===== src/rtl/prog_seq_pkg.sv =====
// Shared widths and FSM state encoding for the program run sequencer.
//   PC_W   : program counter / address width
//   CNT_W  : run cycle counter width
//   ST_*   : sequencer states (3-bit constants)
package prog_seq_pkg;

    localparam int unsigned PC_W  = 12;
    localparam int unsigned CNT_W = 16;
    localparam int unsigned ST_W  = 3;

    typedef logic [ST_W-1:0] state_t;

    localparam state_t ST_IDLE  = 3'd0;
    localparam state_t ST_CLEAR = 3'd1;
    localparam state_t ST_ENTER = 3'd2;
    localparam state_t ST_RUN   = 3'd3;
    localparam state_t ST_DONE  = 3'd4;

endpackage


===== src/rtl/run_watchdog.sv =====
// Saturating run-cycle counter with watchdog compare.
//   CLK    : clock, rising edge
//   clear  : synchronous clear of the counter (takes priority)
//   enable : count this cycle
//   count  : cycles counted since last clear, saturates at all-ones
//   expire : count has reached WATCHDOG-1, so the current cycle is the last allowed
module run_watchdog
    import prog_seq_pkg::*;
#(
    parameter int unsigned WATCHDOG = 4095
) (
    input  logic             CLK,
    input  logic             clear,
    input  logic             enable,
    output logic [CNT_W-1:0] count,
    output logic             expire
);

    localparam logic [CNT_W-1:0] LIMIT = CNT_W'(WATCHDOG - 1);

    // Counter holds at all-ones rather than wrapping.
    always_ff @(posedge CLK) begin
        if (clear) begin
            count <= '0;
        end else if (enable && (count != '1)) begin
            count <= count + CNT_W'(1);
        end
    end

    assign expire = (count == LIMIT);

endmodule


===== src/rtl/prog_sequencer.sv =====
// Run controller in front of the PC: start/done host handshake, entry-point
// selection, PC init/branch steering, halt/watchdog run termination.
//   CLK, init                  : clock and synchronous active-high reset
//   start, prog_sel            : host run request and program select
//   core_branch_en, core_target: branch request passed through during RUN
//   pc_halt, pc_value          : PC status
//   pc_init, pc_branch_en,
//   pc_target                  : combinational PC controls
//   busy, done, timeout,
//   cycle_count, final_pc      : registered run status
module prog_sequencer
    import prog_seq_pkg::*;
#(
    parameter logic [PC_W-1:0] ENTRY0   = 12'd0,
    parameter logic [PC_W-1:0] ENTRY1   = 12'd151,
    parameter logic [PC_W-1:0] ENTRY2   = 12'd623,
    parameter logic [PC_W-1:0] ENTRY3   = 12'd0,
    parameter int unsigned     WATCHDOG = 4095
) (
    input  logic             CLK,
    input  logic             init,
    input  logic             start,
    input  logic [1:0]       prog_sel,
    input  logic             core_branch_en,
    input  logic [PC_W-1:0]  core_target,
    input  logic             pc_halt,
    input  logic [PC_W-1:0]  pc_value,
    output logic             pc_init,
    output logic             pc_branch_en,
    output logic [PC_W-1:0]  pc_target,
    output logic             busy,
    output logic             done,
    output logic             timeout,
    output logic [CNT_W-1:0] cycle_count,
    output logic [PC_W-1:0]  final_pc
);

    state_t          state;
    state_t          next_state;
    logic [1:0]      sel_q;
    logic [PC_W-1:0] entry_addr_c;
    logic            launch_c;
    logic            run_end_c;
    logic            wd_expire_c;
    logic            wd_clear_c;
    logic            wd_enable_c;

    // Entry point for the program latched at launch.
    always_comb begin
        entry_addr_c = ENTRY0;
        case (sel_q)
            2'd1:    entry_addr_c = ENTRY1;
            2'd2:    entry_addr_c = ENTRY2;
            2'd3:    entry_addr_c = ENTRY3;
            default: entry_addr_c = ENTRY0;
        endcase
    end

    // State register.
    always_ff @(posedge CLK) begin
        if (init) begin
            state <= ST_IDLE;
        end else begin
            state <= next_state;
        end
    end

    // Next state and combinational PC controls.
    always_comb begin
        next_state   = state;
        pc_init      = init;
        pc_branch_en = 1'b0;
        pc_target    = '0;
        launch_c     = 1'b0;
        run_end_c    = 1'b0;
        case (state)
            ST_IDLE: begin
                if (start) begin
                    launch_c   = 1'b1;
                    next_state = ST_CLEAR;
                end
            end
            ST_CLEAR: begin
                // A stale halt only gets cleared this edge; the PC zeroes on the next.
                pc_init = 1'b1;
                if (!pc_halt) begin
                    next_state = ST_ENTER;
                end
            end
            ST_ENTER: begin
                pc_branch_en = 1'b1;
                pc_target    = entry_addr_c;
                next_state   = ST_RUN;
            end
            ST_RUN: begin
                pc_branch_en = core_branch_en & ~pc_halt;
                pc_target    = core_target;
                if (pc_halt || wd_expire_c) begin
                    run_end_c  = 1'b1;
                    next_state = ST_DONE;
                end
            end
            ST_DONE: begin
                if (!start) begin
                    next_state = ST_IDLE;
                end
            end
            default: next_state = ST_IDLE;
        endcase
        if (init) begin
            next_state   = ST_IDLE;
            pc_branch_en = 1'b0;
            pc_target    = '0;
            launch_c     = 1'b0;
            run_end_c    = 1'b0;
        end
    end

    // Registered run status; busy/done track the state being entered.
    always_ff @(posedge CLK) begin
        if (init) begin
            sel_q    <= 2'd0;
            timeout  <= 1'b0;
            final_pc <= '0;
            busy     <= 1'b0;
            done     <= 1'b0;
        end else begin
            busy <= (next_state == ST_CLEAR) || (next_state == ST_ENTER) ||
                    (next_state == ST_RUN);
            done <= (next_state == ST_DONE);
            if (launch_c) begin
                sel_q    <= prog_sel;
                timeout  <= 1'b0;
                final_pc <= '0;
            end
            // Halt wins over a simultaneous watchdog expiry.
            if (run_end_c) begin
                final_pc <= pc_value;
                timeout  <= ~pc_halt;
            end
        end
    end

    assign wd_clear_c  = init | launch_c;
    assign wd_enable_c = (state == ST_RUN);

    run_watchdog #(
        .WATCHDOG (WATCHDOG)
    ) u_watchdog (
        .CLK    (CLK),
        .clear  (wd_clear_c),
        .enable (wd_enable_c),
        .count  (cycle_count),
        .expire (wd_expire_c)
    );

endmodule


===== config.mk =====
export PLATFORM = sky130hd
export DESIGN_NAME = prog_sequencer
export DESIGN_NICKNAME = d
export VERILOG_FILES = /design/src/rtl/prog_seq_pkg.sv /design/src/rtl/run_watchdog.sv /design/src/rtl/prog_sequencer.sv
export SDC_FILE = /design/constraint.sdc
export NUM_CORES = 1
export LEC_CHECK = 0
export ABC_CLOCK_PERIOD_IN_PS = 3100
export BUFFER_PORTS_ARGS = -buffer_cell sky130_fd_sc_hd__buf_4
export CAP_MARGIN = 20
export CORE_MARGIN = 3
export CORE_UTILIZATION = 50
export CTS_BUF_LIST = sky130_fd_sc_hd__clkbuf_4 sky130_fd_sc_hd__clkbuf_8
export CTS_CLUSTER_SIZE = 24
export DETAILED_ROUTE_END_ITERATION = 12
export PLACE_DENSITY = 0.81
export SETUP_SLACK_MARGIN = 0.1
export SYNTH_ARGS = -nofsm -noshare
export SYNTH_HDL_FRONTEND = slang
export SYNTH_SLANG_ARGS = --single-unit

===== constraint.sdc =====
create_clock -name CLK -period 3.1 [get_ports CLK]
set_input_delay 0.62 -clock CLK [delete_from_list [all_inputs] [get_ports CLK]]
set_output_delay 0.62 -clock CLK [all_outputs]
set_load 0.03 [all_outputs]

==> results.md <==
* Antenna Cells at 0
* Setup TNS at 0 ns
* Post-synth cell types at between 40 and 50
* Largest net degree at the start of global routing at 33
* Seq pwr share at between 40% and 50%
* Fin crit share at roughly 84%
* Setup violations, final at 0
* CP max FO at 15
* TritonCTS clock tree: yes
* Worst r2r src: state[0]
* Layout Skew at 0.00485 ns
* First-pass GRT wire length at 9270 um
* Congestion Overflow GR at 0
* Initial antenna violation count at 0
* Multi-input gate area at 0.00126 sq mm
* Routability cong. at approximately 0.83
* Wirelength, routed at around 5500 um
* Synth Net Count at about 290
* Hold slack final at 0.548 ns
* Clock Latency Late Sink at roughly 0.30 ns
* Sw Ratio at about 30%
* Status: completed
* Post-synthesis cell area at approximately 0.0021 sq mm
* Comb power frac at a little under a fifth
* Initial Utilization at around 54%
* Core outline area at ~0.0038 sq mm
* Type of origin of the critical path: flop
* Synth Instances at approximately 260
* Post-synth EDFFs at 0
* Total die area at between 0.004 and 0.005 sq mm
* Clock power frac at about a third
* # Post-CTS Setup Buffers at 0
* Peak VDD IR at 275 uV
* Post-DP HPWL at ~3900 um
* Rel. slew slack at 48.5%
* Synth area leaders: dfxtp_1 (35%), a21oi_1 (8.9%), nand3_1 (4.1%), nand2_1 (3.4%), nor2b_1 (3.3%)
* Design Power at around 1.0 mW
* CTS Hold Buffers Added at 0
* Slew Viols, Final at 0
* Ys async rst share at 0%
* Data required time of the critical path at between 2 and 2.5 ns
* Main synth FF type: dfxtp_1
* Share of cells above drive strength 1 at 30.1%
* CTS HTree Levels at 2
* Top cell type's share of synthesized area at 34.8%
* Chip width at 70.4 um
* Resize count post-CTS at 0
* Design area at 0.00270 sq mm
* Most common cell in the synthesized netlist: a21oi_1
* Row count at 22
* Final ANT Viol Nets at 0
* Worst Tran Pin Value at between 0.7 and 0.8 ns
* # fillers at between 300 and 400
* Nets at ~360
* Cell taking the most area after synthesis: dfxtp_1
* Seq/Total Area, Yosys at about a third
* IO Port Bufs at 75
* Synth Warn # at 0
* RSZ-0062 raised after global routing: false
* First-pass DRT Iterations at 4
* Pwr Density at 379 mW/mm^2
* Worst Setup SP: state[1]
* Io pins at 76
* Critical Path End Type: output pin
* 1st-iter DRT viols at 130
* Syn avg cell area at ~8 sq um
* Hold Crit Start: u_watchdog.count[9]
* DRC violations left at 0
* Most frequent cells after synthesis: a21oi_1 (37), dfxtp_1 (36), nand2_1 (19), nand3_1 (17), nor2_1 (15)
* Via Count at roughly 2200
* GRT Overall Usage at 23.1%
* NetSw at 308 uW
* Max-Cap Viols at 0
* Hold Fails Final Rpt at 0
* Root Driver: clkbuf_8
* Placed Area at between 0.002 and 0.003 sq mm
* Max Buffers Root-to-Sink at 2
* Setup CP Type: reg2out
* Static leakage at roughly 1.1 nW
* Vias in the first global route at ~2000
* Fmax at between 300 and 400 MHz
* #FFs+latches synth at 36
* Routed len/inst at between 10 and 15 um
* Vias per Instance at between 5 and 6
* Die height at 70.4 um
* Crit path DAT at a little under 2 ns
* Hold WC Path Type: reg2reg
* Int Pwr at 716 uW
* Sink Count at 36
* Tmin final at between 2 and 3 ns
* Area grow syn2layout at 30.3%
* FF/Latch Area at 721 sq um
* Clk slew on worst S/H paths at 0.07 ns
* Num CTS Buffers at 5
## power groups by stage
stage                     logic [mW]  registers, mW  clock network [mW]
after floorplan                0.134          0.501                   0
after global placement         0.194          0.507                   0
after detailed placement       0.196          0.507                   0
after CTS                      0.196          0.497               0.336
after global routing           0.214          0.500               0.354
final                          0.195          0.497               0.332
## sequential cells by signal, indices dropped and copies added (netlist names)
name and cells:
u_watchdog.count 16, done 1, sel_q 2, final_pc 12, state 3, busy 1
timeout 1
## worst max-delay path, cell delays in order (launching register included)
cell and delay [ns]:
dfxtp_1 0.57, and2b_2 0.40, nand2_2 0.18, nor3b_1 0.31, buf_4 0.21
## cells by family (layout without fill, tap and decap cells)
group / Yosys count / after routing / synth area share [%]
and+or+nand+nor: 122 / 122 / 35.4
adders and majority gates: 4 / 4 / 2.42
muxes: 5 / 5 / 2.42
DFF: 36 / 36 / 34.8
AOI/OAI and AO/OA: 69 / 69 / 20.0
buffers and inverters: 20 / 86 / 5.01
## metal layers
metal	wire length (um)	global-route usage (%)	up-vias
met5	0	0	-
met4	100	10.4	0
met3	319	5.04	15
met2	2830	37.6	64
met1	2280	28.8	1007
li1	-	-	1081
## final cells by class
cell class,count,share of cell area (%)
inverters,3,0.417
well taps,48,2.22
repair buffers,76,21.1
clock buffers,6,2.83
clock inverters,1,0.185
multi-input cells,200,46.5
flip-flops and latches,36,26.7
## path summary, 6_finish.rpt
kind / end / slack, ns / cells after the start
max reg2reg: final_pc[10] / 0.82 / 4
min: u_watchdog.count[9] / 0.55 / 2
max: pc_target[8] / 0.50 / 4
min reg2reg: u_watchdog.count[9] / 0.55 / 2
## stage by stage
step	utilization [%]	worst slack [ns]	cells
3_3_place_gp	68.4	0.932	363
3_5_place_dp	68.4	0.827	363
5_1_grt	70.6	0.377	370
4_1_cts	70.6	0.490	370
2_1_floorplan	-	0.744	256
6_report	70.6	0.503	370
## cells in the final DEF, fill, tap and decap left out, types with 5 or more instances in the layout
| cell type | count |
|---|---|
| a21oi_1 | 37 |
| buf_4 | 76 |
| clkbuf_8 | 5 |
| dfxtp_1 | 36 |
| mux2i_1 | 5 |
| nand2_1 | 19 |
| nand3_1 | 17 |
| nand4_1 | 8 |
| nor2_1 | 15 |
| nor2b_1 | 11 |
| nor3_1 | 5 |
| o21ai_0 | 7 |
| o21ai_1 | 10 |
| o31ai_1 | 6 |
| or3_1 | 8 |
| or4_1 | 5 |
No activity file was read; power rests on OpenSTA's default activity.
